File: config.mk
export PLATFORM = sky130hd
export DESIGN_NAME = countdown_mux
export DESIGN_NICKNAME = d
export VERILOG_FILES = /design/src/rtl/countdown_pkg.sv /design/src/rtl/bcd_to_7seg.sv /design/src/rtl/countdown_mux.sv
export SDC_FILE = /design/constraint.sdc
export NUM_CORES = 1
export LEC_CHECK = 0
export ABC_CLOCK_PERIOD_IN_PS = 2550
export BUFFER_PORTS_ARGS = -buffer_cell sky130_fd_sc_hd__buf_2
export CAP_MARGIN = 20
export CORE_UTILIZATION = 50
export DETAILED_ROUTE_END_ITERATION = 10
export PLACE_DENSITY = 0.7
export SLEW_MARGIN = 20
export SYNTH_ARGS = -nofsm -noshare
export SYNTH_HDL_FRONTEND = slang
export SYNTH_SLANG_ARGS = --single-unit
export TNS_END_PERCENT = 50
File: constraint.sdc
create_clock -name clock -period 2.55 [get_ports clock]
set_clock_uncertainty 0.15 [all_clocks]
set_input_delay 0.1275 -clock clock [delete_from_list [all_inputs] [get_ports clock]]
set_output_delay 0.1275 -clock clock [all_outputs]
set_load 0.05 [all_outputs]
File: src/rtl/countdown_pkg.sv
// Shared encodings for the countdown/display slice: FSM states, the
// active-high seven-segment patterns and the preset clamp helper.
package countdown_pkg;

    typedef enum logic [1:0] {
        ST_IDLE  = 2'd0,
        ST_RUN   = 2'd1,
        ST_PAUSE = 2'd2,
        ST_ALARM = 2'd3
    } state_t;

    // Segment order {dp,g,f,e,d,c,b,a}, lit = 1.
    localparam logic [7:0] SEG_0     = 8'h3F;
    localparam logic [7:0] SEG_1     = 8'h06;
    localparam logic [7:0] SEG_2     = 8'h5B;
    localparam logic [7:0] SEG_3     = 8'h4F;
    localparam logic [7:0] SEG_4     = 8'h66;
    localparam logic [7:0] SEG_5     = 8'h6D;
    localparam logic [7:0] SEG_6     = 8'h7D;
    localparam logic [7:0] SEG_7     = 8'h07;
    localparam logic [7:0] SEG_8     = 8'h7F;
    localparam logic [7:0] SEG_9     = 8'h6F;
    localparam logic [7:0] SEG_BLANK = 8'h00;

    function automatic logic [3:0] clamp_digit(input logic [3:0] d);
        return (d > 4'd9) ? 4'd9 : d;
    endfunction

endpackage

File: src/rtl/bcd_to_7seg.sv
// Combinational BCD digit to seven-segment pattern, decimal point off.
// Non-BCD codes blank the digit; SEG_ACTIVE_LOW inverts for common-anode parts.
module bcd_to_7seg
    import countdown_pkg::*;
#(
    parameter int SEG_ACTIVE_LOW = 1
) (
    input  logic [3:0] digit,
    output logic [7:0] pattern
);

    logic [7:0] active_high;

    always_comb begin
        active_high = SEG_BLANK;
        case (digit)
            4'd0: active_high = SEG_0;
            4'd1: active_high = SEG_1;
            4'd2: active_high = SEG_2;
            4'd3: active_high = SEG_3;
            4'd4: active_high = SEG_4;
            4'd5: active_high = SEG_5;
            4'd6: active_high = SEG_6;
            4'd7: active_high = SEG_7;
            4'd8: active_high = SEG_8;
            4'd9: active_high = SEG_9;
            default: active_high = SEG_BLANK;
        endcase
    end

    assign pattern = (SEG_ACTIVE_LOW != 0) ? ~active_high : active_high;

endmodule

File: src/rtl/countdown_mux.sv
// Multi-digit BCD countdown timer with run/pause control, timed alarm beeper
// and a multiplexed seven-segment display scanner. All outputs are registered.
module countdown_mux
    import countdown_pkg::*;
#(
    parameter int DIGITS         = 2,
    parameter int TICK_DIV       = 50_000_000,
    parameter int SCAN_DIV       = 50_000,
    parameter int BEEP_TICKS     = 3,
    parameter int SEG_ACTIVE_LOW = 1
) (
    input  logic                  clock,
    input  logic                  reset,
    input  logic                  load,
    input  logic [4*DIGITS-1:0]   preset,
    input  logic                  start,
    output logic [DIGITS-1:0]     seg,
    output logic [7:0]            bs,
    output logic                  beep,
    output logic [4*DIGITS-1:0]   count,
    output logic                  running,
    output logic                  done,
    output logic [1:0]            fsm_state
);

    localparam int CW = 4 * DIGITS;
    localparam int PW = $clog2(TICK_DIV);
    localparam int BW = (BEEP_TICKS > 1) ? $clog2(BEEP_TICKS) : 1;
    localparam int SW = (SCAN_DIV > 1) ? $clog2(SCAN_DIV) : 1;
    localparam int IW = (DIGITS > 1) ? $clog2(DIGITS) : 1;

    localparam logic [PW-1:0] PRESC_LAST = PW'(TICK_DIV - 1);
    localparam logic [BW-1:0] BEEP_LAST  = BW'(BEEP_TICKS - 1);
    localparam logic [SW-1:0] SCAN_LAST  = SW'(SCAN_DIV - 1);
    localparam logic [IW-1:0] IDX_LAST   = IW'(DIGITS - 1);
    localparam logic [7:0]    BS_RESET   = (SEG_ACTIVE_LOW != 0) ? ~SEG_0 : SEG_0;

    state_t          state_q, state_d;
    logic [CW-1:0]   count_q, count_d;
    logic [CW-1:0]   count_dec;
    logic [CW-1:0]   preset_clamped;
    logic [PW-1:0]   presc_q, presc_d;
    logic [BW-1:0]   bcnt_q, bcnt_d;
    logic            tick;
    logic            running_q, done_q, beep_q;

    logic [SW-1:0]   scan_cnt_q;
    logic [IW-1:0]   idx_q;
    logic [DIGITS-1:0] seg_q;
    logic [7:0]      bs_q, bs_d;
    logic [3:0]      scan_digit;

    // BCD decrement: a digit borrows from the next only when it is zero.
    logic [DIGITS-1:0] borrow;
    assign borrow[0] = 1'b1;

    for (genvar g = 0; g < DIGITS; g++) begin : g_digit
        logic [3:0] d;
        assign d = count_q[4*g +: 4];
        assign count_dec[4*g +: 4] = borrow[g] ? ((d == 4'd0) ? 4'd9 : d - 4'd1) : d;
        assign preset_clamped[4*g +: 4] = clamp_digit(preset[4*g +: 4]);
        if (g < DIGITS - 1) begin : g_borrow
            assign borrow[g+1] = borrow[g] && (d == 4'd0);
        end
    end

    assign tick = (presc_q == PRESC_LAST);

    always_ff @(posedge clock or posedge reset) begin
        if (reset) begin
            state_q <= ST_IDLE;
        end else begin
            state_q <= state_d;
        end
    end

    always_comb begin
        state_d = state_q;
        count_d = count_q;
        presc_d = presc_q;
        bcnt_d  = bcnt_q;
        if (load) begin
            // load overrides everything, including a coincident start
            state_d = ST_IDLE;
            count_d = preset_clamped;
            presc_d = '0;
            bcnt_d  = '0;
        end else begin
            case (state_q)
                ST_IDLE: begin
                    if (start && (count_q != '0)) begin
                        state_d = ST_RUN;
                        presc_d = '0;
                    end
                end
                ST_RUN: begin
                    presc_d = tick ? '0 : presc_q + 1'b1;
                    if (tick && (count_q == CW'(1))) begin
                        state_d = ST_ALARM;
                        count_d = '0;
                        presc_d = '0;
                        bcnt_d  = '0;
                    end else begin
                        if (tick) begin
                            count_d = count_dec;
                        end
                        if (start) begin
                            state_d = ST_PAUSE;
                        end
                    end
                end
                ST_PAUSE: begin
                    if (start) begin
                        state_d = ST_RUN;
                    end
                end
                ST_ALARM: begin
                    presc_d = tick ? '0 : presc_q + 1'b1;
                    if (tick) begin
                        if (bcnt_q == BEEP_LAST) begin
                            state_d = ST_IDLE;
                            count_d = '0;
                            bcnt_d  = '0;
                        end else begin
                            bcnt_d = bcnt_q + 1'b1;
                        end
                    end
                end
                default: state_d = ST_IDLE;
            endcase
        end
    end

    // Status flags are registered from the next state so they move with it.
    always_ff @(posedge clock or posedge reset) begin
        if (reset) begin
            count_q   <= '0;
            presc_q   <= '0;
            bcnt_q    <= '0;
            running_q <= 1'b0;
            done_q    <= 1'b0;
            beep_q    <= 1'b0;
        end else begin
            count_q   <= count_d;
            presc_q   <= presc_d;
            bcnt_q    <= bcnt_d;
            running_q <= (state_d == ST_RUN);
            done_q    <= (state_d == ST_ALARM);
            beep_q    <= (state_d == ST_ALARM);
        end
    end

    assign scan_digit = count_q[idx_q*4 +: 4];

    bcd_to_7seg #(
        .SEG_ACTIVE_LOW(SEG_ACTIVE_LOW)
    ) u_decode (
        .digit  (scan_digit),
        .pattern(bs_d)
    );

    always_ff @(posedge clock or posedge reset) begin
        if (reset) begin
            scan_cnt_q <= '0;
            idx_q      <= '0;
            seg_q      <= DIGITS'(1);
            bs_q       <= BS_RESET;
        end else begin
            if (scan_cnt_q == SCAN_LAST) begin
                scan_cnt_q <= '0;
                idx_q      <= (idx_q == IDX_LAST) ? '0 : idx_q + 1'b1;
            end else begin
                scan_cnt_q <= scan_cnt_q + 1'b1;
            end
            seg_q <= DIGITS'(1) << idx_q;
            bs_q  <= bs_d;
        end
    end

    assign seg       = seg_q;
    assign bs        = bs_q;
    assign beep      = beep_q;
    assign count     = count_q;
    assign running   = running_q;
    assign done      = done_q;
    assign fsm_state = state_q;

endmodule

==> results.md, run 1 <==
* CTS Buf Count at 9
* Maxcap violations at 0
* Worst setup EP type: flop
* First-pass GRT wire length at 17000 µm
* Clock-pin slew on the worst setup and hold paths at 0.07 ns
* Clk sink count at 66
* Crit path max fanout at 3
* Final-report setup violation count at 5
* Core area at 7730 µm²
* Final Slew Violations at 0
* Final HPWL DP at 7200 µm
* Final-report hold violation count at 0
* Commonest non-fill, non-tap cell in the layout: dfrtp_1
* 1st-pass router iterations at 5
* Clk pwr share at 0.331
* Rows at 32
* Status: complete, but fails checks
* DP Cell Count at 592
* CP Data Arrival Time at 2.65 ns
* CP Data Required Time at 2.63 ns
* Top post-synthesis cells by area: dfrtp_1 40%, ha_1 5.0%, nor2_1 4.5%
* WS Path Type: flop to flop
* Library cells used by synthesis at 58
* Final Non-Filler Cells at 615
* EDFF count, synth at 0
* Routed wire length at 10100 µm
* Worst Hold Class: primary input to flop
* WHS at 0.0472 ns
* Setup WS pre-CTS at -0.121 ns
* Die W at 91.2 µm
* Reg power frac at 0.371
* DIE AREA at 8310 µm²
* Warning count from the yosys run at 0
* Post-synthesis sequential area ratio at 0.416
* H-tree Lvls at 3
* Number of global-route vias before repair at 3533
* Routability cong. at 0.924
* IO Port Bufs at 33
* Gate Count Post-Synth at 437
* P per Cell Area at 659 nW/µm²
* Top cell type by total area after synthesis: dfrtp_1
* Worst slew pin tran at 0.615 ns
* Share of cells above drive strength 1 at 0.248
* P_sw at 0.00113 W
* Post-route DRC at 0
* Failing checks: setup timing
* Pleak at 2.10 nW
* Area Growth Syn to Fin at 22.6%
* Synth async-reset ratio at 1.00
* I/O pins at 35
* Period utilization at 1.01
* Commonest cells after routing, fill and taps aside: 57 x dfrtp_1, 47 x nor2_1, 41 x buf_4, 33 x buf_2, 28 x nand2_1
* Final worst-path setup slack at -0.0233 ns
* Antenna Cells at 0
* Via count at 3670
* Synth Flop Type: dfrtp_1
* CTS Buffer Depth at 2
* Worst setup SP type: flop
* Post-route ant nets at 0
* Largest net degree at the start of global routing at 33
* Iter 0 DRT Violations at 282
* CTS tree: yes
* RSZ-0062 raised after global routing: true
* Max Clk Rate at 0.389 GHz
* Clk_lat worst skew at 0.35 ns
* Part of the power in combinational logic at 0.298
* Mapped Area at 3980 µm²
* Worst slew margin at 0.578
* Initial antenna violation count at 0
* NumNets Final at 536
* Average cell area after synthesis at 9.10 µm²
* Starting density of the core at 0.515
* Post-synth top area share at 0.403
* Avg Vias per Cell at 5.97
* Tot GR Track Use at 0.258
* WL/cell at 16.5 µm
* CTS root buffer: clkbuf_8
* Min cycle time layout at 2.57 ns
* Switching share of total power at 0.352
* Syn nets at 465
* Die height at 91.2 µm
* Grt ovf at 0
* Pint at 0.00208 W
* #FFs+latches synth at 66
* Worst VDD drop at 292 µV
per-layer routing:
| layer | vias up | global-route usage | share of wire |
|---|---|---|---|
| met5 | - | 0 | 0 |
| met4 | 0 | 0.132 | 0.034 |
| met3 | 31 | 0.0369 | 0.052 |
| met2 | 149 | 0.417 | 0.48 |
| met1 | 1757 | 0.338 | 0.44 |
| li1 | 1733 | - | - |
worst max-delay path: stages, from the launching register on:
cell      delay [ns]
dfrtp_1         0.40
or4b_4          0.57
or4_4           0.46
or4_1           0.51
a22o_1          0.23
a21boi_0        0.13
flip-flops by register name (all words and copies together) (netlist names):
name	cells
presc_q	26
fsm_state	2
bs	7
idx_q	1
count	8
scan_cnt_q	16
bcnt_q	2
beep	1
running	1
seg	2
per-stage QoR:
stage	total power (W)	util	cell area [µm²]	TNS, ns
floorplan	0.00187	-	4020	-0.0266
global placement	0.00212	0.585	4520	-0.0663
detailed placement	0.00214	0.585	4520	-0.399
CTS	0.00320	0.625	4830	-0.0426
global route	0.00336	0.631	4870	-0.306
finish	0.00321	0.631	4870	-0.0552
area by class of cell:
class | count | area (µm²)
Clock buffer | 11 | 131
Clock inverter | 5 | 103
Fill cell | 637 | 2850
Inverter | 20 | 75.1
Multi-Input combinational cell | 329 | 2210
Sequential cell | 66 | 1660
Tap cell | 102 | 128
Timing Repair Buffer | 82 | 566
synthesized netlist by cell type (4+ instances only):
cell type / number
nor3_1: 11
nand2b_1: 6
inv_1: 20
nor2_1: 48
nand4_1: 12
a2111oi_0: 5
nor4b_1: 5
and2_1: 5
mux2_2: 4
o21ai_0: 16
a211oi_1: 10
nor4_1: 4
a21o_1: 5
buf_2: 5
nand2_1: 28
xor2_1: 10
xnor2_1: 20
a21oi_1: 21
dfrtp_1: 64
nand3_1: 26
and3_1: 6
and4_1: 6
ha_1: 16
o31ai_1: 5
clkbuf_1: 15
or4_1: 11
power by group through the flow:
stage | sequential, W | combinational, W | clock [W]
3_3_place_gp | 0.00121 | 0.000913 | 0
2_1_floorplan | 0.00148 | 0.000389 | 0
4_1_cts | 0.00119 | 0.000939 | 0.00107
6_report | 0.00119 | 0.000956 | 0.00106
3_5_place_dp | 0.00121 | 0.000928 | 0
5_1_grt | 0.00120 | 0.00103 | 0.00113
path summary, 6_finish.rpt:
kind	startpoint	slack, ns	to	depth (start not counted)
setup / recovery	presc_q[24]	-0.02	beep	5
hold / removal	preset[1]	0.05	count[1]	4
setup reg to reg	presc_q[24]	-0.02	beep	5
hold reg to reg	scan_cnt_q[0]	0.33	scan_cnt_q[0]	1
max in group asynchronous	reset	1.23	fsm_state[1]	4
min in group asynchronous	reset	0.26	count[3]	3
repair_timing:
action / 4_1_cts / 5_1_grt
hold buffers: 5 / 0
resized for setup: 7 / 9
endpoints found under the hold margin: 32 / 0
setup endpoints to repair: 9 / 30
buffers inserted: 0 / 2
pin swaps: 5 / 5
logic make-up (layout without fill, tap and decap cells):
family	Yosys count	after routing	synth area share
fa+ha+maj	16	16	0.0503
xor+xnor	30	30	0.0661
buf+inv	42	118	0.0431
compound gates	94	94	0.165
simple gates	181	181	0.240
flops	66	66	0.416
mux	7	7	0.0189
other cells	1	1	0.000943
(Power assumes the default switching activity.)
==> run 2: changes to the inputs <==
--- a/config.mk
+++ b/config.mk
@@ -6,9 +6,10 @@
 export NUM_CORES = 1
 export LEC_CHECK = 0
 export ABC_CLOCK_PERIOD_IN_PS = 2550
-export BUFFER_PORTS_ARGS = -buffer_cell sky130_fd_sc_hd__buf_2
+export BUFFER_PORTS_ARGS = -buffer_cell sky130_fd_sc_hd__buf_4
 export CAP_MARGIN = 20
 export CORE_UTILIZATION = 50
+export CTS_CLUSTER_SIZE = 20
 export DETAILED_ROUTE_END_ITERATION = 10
 export PLACE_DENSITY = 0.7
 export SLEW_MARGIN = 20
==> run 2 against run 1 <==
  * The run still ends with setup timing left
  * Design area up 1.5%
  * Global-route usage fell by 0.73 points
  * Via count shrank 0.68%
  * Combinational power is 3.1% higher
==> results.md, run 2 (synthesis results as in run 1) <==
* Status: complete, but fails checks
* Failing checks: setup timing
* Routed wire length at 9640 µm
* Min cycle time layout at 2.59 ns
* Grt met3 use at 0.0469
* CTS Buf Count at 9
* Iter 0 DRT Violations at 160
* Max Clk Rate at 0.386 GHz
* Post-route ant nets at 0
* CP max stage cell: or4b_4
* Slowest stage delay, CP at 0.55 ns
* I/O pins at 35
* Commonest non-fill, non-tap cell in the layout: buf_4
* Final Slew Violations at 0
* CTS Buffer Depth at 2
* Share of cells above drive strength 1 at 0.261
* Worst setup SP type: flop
* Starting density of the core at 0.515
* CP Data Required Time at 2.62 ns
* Setup WS pre-CTS at -0.0835 ns
* NumNets Final at 544
* Antenna Cells at 0
* Clk_lat worst skew at 0.33 ns
* WL/cell at 15.5 µm
* P per Cell Area at 596 nW/µm²
* Final worst-path setup slack at -0.0391 ns
* Rows at 32
* IO Port Bufs at 33
* Final HPWL DP at 7040 µm
* Overall power at 0.00295 W
* RSZ-0062 raised after global routing: true
* Maxcap violations at 0
* Met1 Resource Use GR at 0.328
* Area Growth Syn to Fin at 24.5%
* WS Path Type: flop to flop
* Worst slew margin at 0.577
* Worst setup EP type: flop
* Critical-path cell list: or4b_4 -> or4_4 -> buf_6 -> a2111oi_4 -> buf_4 -> nor3_2 -> a211o_1
* Worst Hold Class: primary input to flop
* Worst slew pin tran at 0.616 ns
* Fill cells at 647
* Final Non-Filler Cells at 623
* Post-route DRC at 0
* Core area at 7730 µm²
* First-pass GRT wire length at 16700 µm
* Post-Route Utilization at 0.641
* Die height at 91.2 µm
* Number of global-route vias before repair at 3550
* Clk sink count at 66
* Commonest cells after routing, fill and taps aside: 83 x buf_4, 57 x dfrtp_1, 48 x nor2_1, 28 x nand2_1, 26 x nand3_1
* Clock-pin slew on the worst setup and hold paths at 0.07 ns
* Worst VDD drop at 461 µV
* Tot GR Track Use at 0.251
* Final-report hold violation count at 0
* H-tree Lvls at 3
* 1st-pass router iterations at 5
* Pleak at 2.13 nW
* Crit path max fanout at 6
* Met2 Usage GRT at 0.412
* DIE AREA at 8310 µm²
* CTS tree: yes
* Final setup TNS at -0.0440 ns
* DP Cell Count at 599
* Max reg flops at 26
* GRT busiest layer: met2
* CP Data Arrival Time at 2.66 ns
* Period utilization at 1.02
* Grt ovf at 0
* Largest net degree at the start of global routing at 26
* Die W at 91.2 µm
* Initial antenna violation count at 0
* Final-report setup violation count at 3
* Avg Vias per Cell at 5.85
* Via count at 3645
* Largest reg by FF count: presc_q
* Routability cong. at 0.896
* CTS root buffer: clkbuf_8
## run 2: layout make-up
class,count,area (µm²),share of cell area
Multi-Input combinational cell,329,2210,0.446
Timing Repair Buffer,90,706,0.143
Clock buffer,11,141,0.0286
Inverter,20,75.1,0.0152
Clock inverter,5,30.0,0.00607
Sequential cell,66,1660,0.336
Tap cell,102,128,0.0258
## run 2: what timing repair did
action	CTS	global route
resized for setup	5	8
endpoints found under the setup margin	7	35
hold endpoints to repair	23	0
setup buffers	3	1
pin swaps	2	1
hold buffers	4	0
## run 2: through the flow
stage	instance area, µm²	hold slack [ns]
floorplan	4020	0.103
global placement	4660	0.00462
detailed placement	4660	0.0101
CTS	4910	0.0183
global route	4950	0.0378
finish	4950	0.0376
## run 2: path summary, 6_finish.rpt
kind | endpoint | slack (ns) | from | cells after the start
worst max-delay path | count[4] | -0.04 | presc_q[24] | 7
worst min-delay path | count[1] | 0.04 | preset[1] | 4
worst max register to register | count[4] | -0.04 | presc_q[24] | 7
worst min register to register | scan_cnt_q[13] | 0.35 | scan_cnt_q[13] | 1
max in group asynchronous | fsm_state[0] | 1.35 | reset | 4
min in group asynchronous | seg[1] | 0.20 | reset | 3
## run 2: power by group
part	total, W	internal [W]	switching, W	leakage (nW)
registers	0.00120	0.00114	0.0000593	0.857
logic	0.000986	0.000337	0.000649	1.19
clock network	0.000770	0.000374	0.000396	0.0851
## run 2: critical path: cells and delay by family, from the launching register on
kind / cells / cell delay [ns]
compound gates: 2 / 0.57
buf+inv: 2 / 0.34
flops: 1 / 0.38
simple gates: 3 / 1.04
## run 2: layer usage
metal	wire length (µm)	up-vias
met3	484	23
met4	255	0
met1	4310	1736
li1	-	1753
met5	0	-
met2	4580	133
==> run 3: changes to the inputs <==
--- a/config.mk
+++ b/config.mk
@@ -11,6 +11,7 @@
 export CORE_UTILIZATION = 50
 export CTS_CLUSTER_SIZE = 20
 export DETAILED_ROUTE_END_ITERATION = 10
+export MAX_ROUTING_LAYER = met4
 export PLACE_DENSITY = 0.7
 export SLEW_MARGIN = 20
 export SYNTH_ARGS = -nofsm -noshare
==> run 3 against run 2 <==
  * The run still ends with setup timing left
  * Design area increased by 0.15%
  * Worst setup slack improved by 0.010 ns
  * First-iteration DRC count increased by 7.5%
  * Cell count increased by 0.16%
  * Die area unchanged
  * Core utilization increased by 0.097 points
  * Power decreased by 0.12%
  * Sequential cell count unchanged
  * Via count about the same
  * Sequential share of layout area decreased by 0.051 points
  * Count of clock-buffer cells in the layout unchanged
  * Largest power group unchanged
==> results.md, run 3 (synthesis results as in run 1) <==
* Status: complete, but fails checks
* Failing checks: setup timing
* CP Data Required Time at 2.62 ns
* Core area at 7730 µm²
* RSZ-0062 raised after global routing: true
* Commonest non-fill, non-tap cell in the layout: buf_4
* Routability cong. at 0.911
* Post-Route Utilization at 0.642
* CTS root buffer: clkbuf_8
* WS Path Type: flop to flop
* Overall power at 0.00295 W
* Worst setup EP type: flop
* Maxcap violations at 0
* Final-report hold violation count at 0
* Crit path max fanout at 6
* Clock-pin slew on the worst setup and hold paths at 0.07 ns
* CTS Buffer Depth at 2
* CP Launch Point: presc_q[24]
* Min cycle time layout at 2.58 ns
* Max reg flops at 26
* Worst slew margin at 0.577
* Number of global-route vias before repair at 3541
* P per Cell Area at 595 nW/µm²
* DP Cell Count at 599
* Final Non-Filler Cells at 624
* NumNets Final at 545
* I/O pins at 35
* Final Slew Violations at 0
* Worst setup SP type: flop
* Rows at 32
* Largest net degree at the start of global routing at 26
* Worst Hold Path Cells at 3
* DIE AREA at 8310 µm²
* WL/cell at 15.5 µm
* Multi-input gate area at 2210 µm²
* Share of cells above drive strength 1 at 0.262
* Grt ovf at 0
* Slowest stage delay, CP at 0.55 ns
* Worst Hold Class: primary input to flop
* Antenna Cells at 0
* Critical-path cell list: or4b_4 -> or4_4 -> buf_6 -> a2111oi_4 -> buf_4 -> nor3_2 -> a211o_1
* Period utilization at 1.01
* Clk_lat worst skew at 0.33 ns
* Largest reg by FF count: presc_q
* Area Growth Syn to Fin at 24.7%
* IO Port Bufs at 33
* Final HPWL DP at 7040 µm
* Iter 0 DRT Violations at 172
* Levels on crit path at 7
* Via count at 3647
* Pleak at 2.14 nW
* Initial antenna violation count at 0
* Worst VDD drop at 461 µV
* Worst reg2reg startpoint: presc_q[24]
* CP Data Arrival Time at 2.65 ns
* Fill cells at 645
* Hold Crit Start: preset[2]
* CTS Buf Count at 9
* R2R depth at 7
* Tot GR Track Use at 0.259
* Final setup TNS at -0.0371 ns
* Routed wire length at 9660 µm
* First-pass GRT wire length at 16700 µm
* Worst slew pin tran at 0.616 ns
* Starting density of the core at 0.515
* Die height at 91.2 µm
* Buffers and inverters on the worst path at 2
* Clk sink count at 66
* CTS tree: yes
* CP max stage cell: or4b_4
* 1st-pass router iterations at 5
* Die W at 91.2 µm
* Cell family contributing the most delay on the critical path: simple AND/OR/NAND/NOR gates
* Final-report setup violation count at 3
* Avg Vias per Cell at 5.84
* Post-route DRC at 0
* Register area at 1660 µm²
* Final worst-path setup slack at -0.0286 ns
* Max Clk Rate at 0.388 GHz
* H-tree Lvls at 3
* Commonest cells after routing, fill and taps aside: 84 x buf_4, 57 x dfrtp_1, 48 x nor2_1, 28 x nand2_1, 26 x nand3_1
* Post-route ant nets at 0
-- run 3: cell types whose count changed in the layout (fill, tap and decap cells not counted), sizes merged --
cell	delta
buf	+1
-- run 3: where the power goes --
group / total [W] / leakage (nW) / internal (W) / switching [W]
clock: 0.000770 / 0.0851 / 0.000374 / 0.000396
sequential: 0.00120 / 0.857 / 0.00114 / 0.0000583
combinational: 0.000984 / 1.19 / 0.000337 / 0.000647
-- run 3: repair_timing --
item,4_1_cts,5_1_grt
hold endpoints to repair,23,0
endpoints found under the setup margin,7,35
hold buffers,4,0
pin swaps,2,1
setup buffers,3,2
resized for setup,5,8
-- run 3: layout make-up --
class / count / area share
Clock buffer: 11 / 0.0285
Clock inverter: 5 / 0.00606
Inverter: 20 / 0.0151
Multi-Input combinational cell: 329 / 0.445
Sequential cell: 66 / 0.335
Tap cell: 102 / 0.0257
Timing Repair Buffer: 91 / 0.144
-- run 3: metrics by stage --
| stage | setup WS, ns | area, µm² | hold slack, ns |
|---|---|---|---|
| after floorplan | -0.0266 | 4020 | 0.103 |
| after global placement | -0.0257 | 4660 | 0.00462 |
| after detailed placement | -0.0835 | 4660 | 0.0101 |
| after CTS | -0.00189 | 4910 | 0.0183 |
| after global routing | -0.127 | 4960 | 0.0378 |
| final | -0.0286 | 4960 | 0.0316 |
-- run 3: tightest hold or removal path, stage by stage --
cell and delay [ns]:
buf_4 0.09, a2bb2oi_1 0.06, o221ai_1 0.19
-- run 3: final timing paths --
kind,to,slack (ns)
max,count[4],-0.03
min,count[2],0.03
max reg2reg,count[4],-0.03
min reg2reg,scan_cnt_q[13],0.35
max in group asynchronous,fsm_state[0],1.36
min in group asynchronous,seg[1],0.20
-- run 3: routing by layer --
metal / share of wire / wire length, µm / up-vias / GRT usage
met2: 0.48 / 4610 / 125 / 0.410
met3: 0.052 / 505 / 23 / 0.0469
met5: 0 / 0 / - / -
li1: - / - / 1752 / -
met4: 0.026 / 249 / 0 / 0.0979
met1: 0.44 / 4290 / 1747 / 0.330
